`config.mk`:
```
export PLATFORM = sky130hd
export DESIGN_NAME = regfile_writeback_flat
export DESIGN_NICKNAME = d
export VERILOG_FILES = /design/src/rtl/regfile_writeback_if.sv /design/src/rtl/regfile_writeback.sv /design/src/flat_wrapper.sv
export SDC_FILE = /design/constraint.sdc
export NUM_CORES = 2
export LEC_CHECK = 0
export ABC_AREA = 1
export BUFFER_PORTS_ARGS = -buffer_cell sky130_fd_sc_hd__buf_4
export CAP_MARGIN = 20
export CORE_ASPECT_RATIO = 2
export CORE_MARGIN = 1
export CORE_UTILIZATION = 45
export CTS_BUF_LIST = sky130_fd_sc_hd__clkbuf_16
export CTS_CLUSTER_SIZE = 28
export DETAILED_ROUTE_END_ITERATION = 8
export GPL_TIMING_DRIVEN = 1
export HOLD_SLACK_MARGIN = 0.1
export REMOVE_ABC_BUFFERS = 1
export SETUP_SLACK_MARGIN = 0.02
export SYNTH_ARGS = -nofsm -noshare
export SYNTH_HDL_FRONTEND = slang
export SYNTH_SLANG_ARGS = --single-unit
```
`constraint.sdc`:
```
create_clock -name clk -period 2.6 [get_ports clk]
set_input_delay 0.52 -clock clk [delete_from_list [all_inputs] [get_ports clk]]
set_output_delay 0.52 -clock clk [all_outputs]
set_load 0.02 [all_outputs]
```
`src/rtl/regfile_writeback_if.sv`:
```
// Write-back / register-read bundle between the datapath and the register file.
interface regfile_writeback_if #(
  parameter int DATA_W = 32
);
  logic              regwrite;
  logic [1:0]        wb_sel;
  logic [4:0]        rd;
  logic [DATA_W-1:0] alu_result;
  logic [DATA_W-1:0] mem_rdata;
  logic              mem_valid;
  logic [DATA_W-1:0] pc_plus4;
  logic [DATA_W-1:0] imm;
  logic [4:0]        rs1;
  logic [4:0]        rs2;
  logic [DATA_W-1:0] read_data1;
  logic [DATA_W-1:0] read_data2;
  logic              stall;
  logic              wb_valid;
  logic [4:0]        wb_rd;
  logic [DATA_W-1:0] wb_data;
  logic              mem_error;

  modport master (
    output regwrite, wb_sel, rd, alu_result, mem_rdata, mem_valid, pc_plus4, imm, rs1, rs2,
    input  read_data1, read_data2, stall, wb_valid, wb_rd, wb_data, mem_error
  );

  modport slave (
    input  regwrite, wb_sel, rd, alu_result, mem_rdata, mem_valid, pc_plus4, imm, rs1, rs2,
    output read_data1, read_data2, stall, wb_valid, wb_rd, wb_data, mem_error
  );
endinterface

```
`src/rtl/regfile_writeback.sv`:
```
// 32-entry register file with write-back source select, read bypass,
// a late-load wait FSM with timeout, and a registered commit trace.
module regfile_writeback #(
  parameter int DATA_W  = 32,
  parameter int TIMEOUT = 15
) (
  input logic                clk,
  input logic                rst_n,
  regfile_writeback_if.slave bus
);
  typedef enum logic {IDLE, WAIT_MEM} state_t;

  localparam logic [7:0] CNT_LAST = 8'(TIMEOUT - 1);

  state_t            state;
  logic [7:0]        cnt;
  logic [4:0]        pend_rd;
  logic [DATA_W-1:0] regs [32];

  logic              commit;
  logic [4:0]        commit_rd;
  logic [DATA_W-1:0] commit_data;
  logic [DATA_W-1:0] sel_data;
  logic              stall;

  logic              trace_valid;
  logic [4:0]        trace_rd;
  logic [DATA_W-1:0] trace_data;
  logic              err;

  always_comb begin
    case (bus.wb_sel)
      2'b00:   sel_data = bus.alu_result;
      2'b01:   sel_data = bus.mem_rdata;
      2'b10:   sel_data = bus.pc_plus4;
      default: sel_data = bus.imm;
    endcase
  end

  // In WAIT_MEM only mem_valid/mem_rdata matter; the latched rd is the target.
  always_comb begin
    commit      = 1'b0;
    commit_rd   = bus.rd;
    commit_data = sel_data;
    stall       = 1'b0;
    if (state == IDLE) begin
      if (bus.regwrite) begin
        if (bus.wb_sel != 2'b01 || bus.mem_valid) commit = 1'b1;
        else                                     stall  = 1'b1;
      end
    end else begin
      commit_rd   = pend_rd;
      commit_data = bus.mem_rdata;
      if (bus.mem_valid) commit = 1'b1;
      else               stall  = 1'b1;
    end
  end

  function automatic logic [DATA_W-1:0] read_port(input logic [4:0] idx);
    if (idx == 5'd0)                        return '0;
    else if (commit && commit_rd == idx)    return commit_data;
    else                                    return regs[idx];
  endfunction

  assign bus.read_data1 = read_port(bus.rs1);
  assign bus.read_data2 = read_port(bus.rs2);
  assign bus.stall      = stall;
  assign bus.wb_valid   = trace_valid;
  assign bus.wb_rd      = trace_rd;
  assign bus.wb_data    = trace_data;
  assign bus.mem_error  = err;

  always_ff @(posedge clk or negedge rst_n) begin
    if (!rst_n) begin
      state       <= IDLE;
      cnt         <= '0;
      pend_rd     <= '0;
      trace_valid <= 1'b0;
      trace_rd    <= '0;
      trace_data  <= '0;
      err         <= 1'b0;
      for (int unsigned i = 0; i < 32; i++) regs[i[4:0]] <= '0;
    end else begin
      trace_valid <= commit;
      if (commit) begin
        trace_rd   <= commit_rd;
        trace_data <= commit_data;
        if (commit_rd != 5'd0) regs[commit_rd] <= commit_data;
      end
      case (state)
        IDLE: begin
          if (bus.regwrite && bus.wb_sel == 2'b01 && !bus.mem_valid) begin
            state   <= WAIT_MEM;
            pend_rd <= bus.rd;
            cnt     <= '0;
          end
        end
        WAIT_MEM: begin
          if (bus.mem_valid) begin
            state <= IDLE;
          end else if (cnt == CNT_LAST) begin
            state <= IDLE;
            err   <= 1'b1;
            cnt   <= '0;
          end else begin
            cnt <= cnt + 8'd1;
          end
        end
        default: state <= IDLE;
      endcase
    end
  end
endmodule

```
`src/flat_wrapper.sv`:
```
// flat-port wrapper written by rule: the top's interface ports become plain ports
module regfile_writeback_flat 
#(
  parameter int DATA_W  = 32,
  parameter int TIMEOUT = 15
)
  (clk, rst_n, bus_regwrite, bus_wb_sel, bus_rd, bus_alu_result, bus_mem_rdata, bus_mem_valid, bus_pc_plus4, bus_imm, bus_rs1, bus_rs2, bus_read_data1, bus_read_data2, bus_stall, bus_wb_valid, bus_wb_rd, bus_wb_data, bus_mem_error);
  regfile_writeback_if #(.DATA_W(DATA_W)) bus_i ();
  input logic clk;
  input logic rst_n;
  input wire logic [$bits(bus_i.regwrite)-1:0] bus_regwrite;
  input wire logic [$bits(bus_i.wb_sel)-1:0] bus_wb_sel;
  input wire logic [$bits(bus_i.rd)-1:0] bus_rd;
  input wire logic [$bits(bus_i.alu_result)-1:0] bus_alu_result;
  input wire logic [$bits(bus_i.mem_rdata)-1:0] bus_mem_rdata;
  input wire logic [$bits(bus_i.mem_valid)-1:0] bus_mem_valid;
  input wire logic [$bits(bus_i.pc_plus4)-1:0] bus_pc_plus4;
  input wire logic [$bits(bus_i.imm)-1:0] bus_imm;
  input wire logic [$bits(bus_i.rs1)-1:0] bus_rs1;
  input wire logic [$bits(bus_i.rs2)-1:0] bus_rs2;
  output wire logic [$bits(bus_i.read_data1)-1:0] bus_read_data1;
  output wire logic [$bits(bus_i.read_data2)-1:0] bus_read_data2;
  output wire logic [$bits(bus_i.stall)-1:0] bus_stall;
  output wire logic [$bits(bus_i.wb_valid)-1:0] bus_wb_valid;
  output wire logic [$bits(bus_i.wb_rd)-1:0] bus_wb_rd;
  output wire logic [$bits(bus_i.wb_data)-1:0] bus_wb_data;
  output wire logic [$bits(bus_i.mem_error)-1:0] bus_mem_error;
  assign bus_i.regwrite = bus_regwrite;
  assign bus_i.wb_sel = bus_wb_sel;
  assign bus_i.rd = bus_rd;
  assign bus_i.alu_result = bus_alu_result;
  assign bus_i.mem_rdata = bus_mem_rdata;
  assign bus_i.mem_valid = bus_mem_valid;
  assign bus_i.pc_plus4 = bus_pc_plus4;
  assign bus_i.imm = bus_imm;
  assign bus_i.rs1 = bus_rs1;
  assign bus_i.rs2 = bus_rs2;
  assign bus_read_data1 = bus_i.read_data1;
  assign bus_read_data2 = bus_i.read_data2;
  assign bus_stall = bus_i.stall;
  assign bus_wb_valid = bus_i.wb_valid;
  assign bus_wb_rd = bus_i.wb_rd;
  assign bus_wb_data = bus_i.wb_data;
  assign bus_mem_error = bus_i.mem_error;
  regfile_writeback #(.DATA_W(DATA_W), .TIMEOUT(TIMEOUT)) u_core (.clk(clk), .rst_n(rst_n), .bus(bus_i));
endmodule
```
==> results.ini <==
[logic_synthesis]
syn_area_per_cell_um2 = 6.84
synthesis.area_um2 = 63200
yosysMostFrequentCell = nand2_1
synth_top_area_share = 0.427
synth_area_leaders = dfrtp_1 43%, nand2_1 20%, nand3_1 15%
synth.yosys.seq_area_share = 0.427
yosysTopAreaCell = dfrtp_1
synth_seq_cells = 1077
ys_warn_count = 0
ys.flop_type = dfrtp_1
synthCells = 9232
synth-edff-count = 0
ys_async_sr_fraction = 1.00
ys_types = 33
synthTopCellsByCount = 3408 x nand2_1, 1866 x nand3_1, 1077 x dfrtp_1

[finish]
fillCellCount = 13114
syn_to_final_growth_pct = 23.6
drive_gt1_frac = 0.164
fin_nets = 9624

[min_path]
hp-class = in -> reg

[clocking]
clk_pin_slew_ns = 0.06
root_buffer = clkbuf_16
cts.htree.levels = 3
clkLatencyLatePin_ns = 0.74
cts_tree = yes
clk_path_buf_depth = 3
cts_sinks = 1077
cts_buffers = 103

[route]
dr_wl_met3_um = 31200
wl_met2_um = 132000
dr.max_layer_used = met4
dr_total_vias = 69337
post-route-drc-count = 0
first_pass_iters = 8
via_per_inst = 6.07
drtIter0Drc = 8763
wl_met1_um = 102000
avgRoutedWirePerCell_um = 25.6
drt-total-wl_um = 293000
ant_nets = 0

[sta]
fin_ws_ns = -0.787
fmax_mhz = 295
setup_viol = 64
slew_headroom = 0.476
fin_crit_ns = 3.39
timing.final.crit_share = 1.30
whs_ns = 0.166
rsz0062_at_grt = true
slew_viol_final = 0
tightest_slew_ns = 0.786
fin_skew_ns = 0.0346
finalHoldViolCount = 0

[global_routing]
first_global_vias = 67246
grt.overflow.total = 0
grt_pass1_wl_um = 430000
grt.total_usage = 0.404
grt_start_max_net_pins = 86
antenna_found_initial = 4

[critical_path]
arrival_ns = 2.87
path_class = reg -> out
start_kind = flip-flop
required_ns = 2.08
critPathCaptureType = primary output
crit_fanout = 6

[status]
failed_checks = setup timing
status = finished, violations left

[die]
die_area_um2 = 142000
die_height_um = 532
pin_count = 253
start_util = 0.453
die_w_um = 267
row_count = 194
coreArea_um2 = 140000

[placed_design]
hpwl_um = 192000
gp_congestion = 0.989
pre_cts_ws_ns = -0.379
io_buffers = 252

[flow_run]
cap_violations = 0

[power_and_ir_drop]
peakVddDrop_mv = 0.460
powerDensity_nw_per_um2 = 749
power_leakage_nw = 37.7

## placed cells by master, fill, tap and decap left out, types with 22 or more instances in the layout
cell       instances
inv_2             33
clkbuf_16        117
clkinv_2          22
mux2_2           166
nor2_2            29
a31oi_1           24
buf_4            632
inv_1            380
nand2_1         3378
o21ai_0          820
buf_12           259
nor2_1           128
nand3_1         1836
nor2_4            81
dfrtp_1         1076
buf_6             68
o21ai_1          132
a21oi_1          156
o21ai_2           31
## path summary, 6_finish.rpt
path | startpoint | endpoint | slack [ns] | depth (start not counted)
worst max-delay path | u_core.state | bus_read_data2[24] | -0.79 | 15
worst min-delay path | bus_rd[2] | u_core.pend_rd[2] | 0.17 | 3
worst max register to register | u_core.state | u_core.regs[719] | 0.09 | 14
worst min register to register | u_core.regs[1007] | u_core.regs[1007] | 0.40 | 0
max in group asynchronous | rst_n | u_core.regs[875] | 1.26 | 4
min in group asynchronous | rst_n | u_core.regs[937] | 0.36 | 2
## power breakdown
part           total (mW)  switching, mW  internal, mW  leakage, nW
Combinational        17.1           10.3          6.76         22.3
Clock                15.9           7.32          8.61         1.72
Sequential           25.5           3.76          21.7         13.7
Total                58.5           21.4          37.1         37.7
## state kept, by name, summed over array words and instances, names as in the netlist
signal,count
u_core.bus.mem_error,1
u_core.regs,1024
u_core.bus.wb_data,32
u_core.state,1
u_core.cnt,8
u_core.bus.wb_rd,5
u_core.bus.wb_valid,1
u_core.pend_rd,5
## per-layer routing
metal	vias up	GRT usage
li1	30533	-
met1	32885	0.478
met2	4590	0.632
met3	1329	0.0856
met4	0	0.329
met5	-	0
## per-stage QoR
step                power [mW]  cells  utilization  area [um^2]  setup TNS, ns
global route              61.5  11422        0.559        78100         -48.49
detailed placement        41.9  11185        0.522        72900         -30.73
finish                    58.5  11425        0.559        78100         -44.32
CTS                       57.9  11405        0.552        77000         -42.24
floorplan                 34.5   8382            -        59800       -3186.18
global placement          41.3  11185        0.522        72900         -22.16
## kinds of logic (layout without fill, tap and decap cells)
| kind of cell | count (synthesis) | count (layout) | synth area share |
|---|---|---|---|
| xor+xnor | 3 | 3 | 0.000416 |
| fa+ha+maj | 2 | 2 | 0.000396 |
| simple gates | 5530 | 5530 | 0.369 |
| mux | 183 | 183 | 0.0326 |
| other cells | 0 | 4 | 0 |
| buf+inv | 1256 | 1583 | 0.0771 |
| compound gates | 1181 | 1181 | 0.0944 |
| flops | 1077 | 1077 | 0.427 |
## final cells by class
cell class	instances	area [um^2]	area share
Antenna cell	4	10.0	0.000128
Inverter	406	1570	0.0201
Multi-Input combinational cell	6899	32600	0.417
Sequential cell	1077	27000	0.345
Clock buffer	108	2700	0.0346
Tap cell	1862	2330	0.0298
Clock inverter	83	703	0.00901
Timing Repair Buffer	986	11200	0.144
## worst max-delay path: stages (launching register included)
cell and delay, ns:
dfrtp_2 0.45, nand2_1 0.12, nand2_2 0.13, nand2_2 0.10, buf_12 0.11, nand2_1 0.08, a21oi_4 0.16, nand3_4 0.13
buf_6 0.15, buf_12 0.16, buf_12 0.14, nand3_4 0.08, buf_12 0.12, nand2_8 0.06, inv_2 0.06, buf_6 0.10
## repair_timing
| item | in CTS | in global routing |
|---|---|---|
| resized for setup | 121 | 216 |
| gates cloned | 3 | 11 |
| hold buffers | 4 | 0 |
| pin swaps | 27 | 65 |
| endpoints found under the hold margin | 18 | 0 |
| endpoints found under the setup margin | 219 | 346 |
| buffers inserted | 24 | 14 |
No activity file was read; power rests on OpenSTA's default activity.
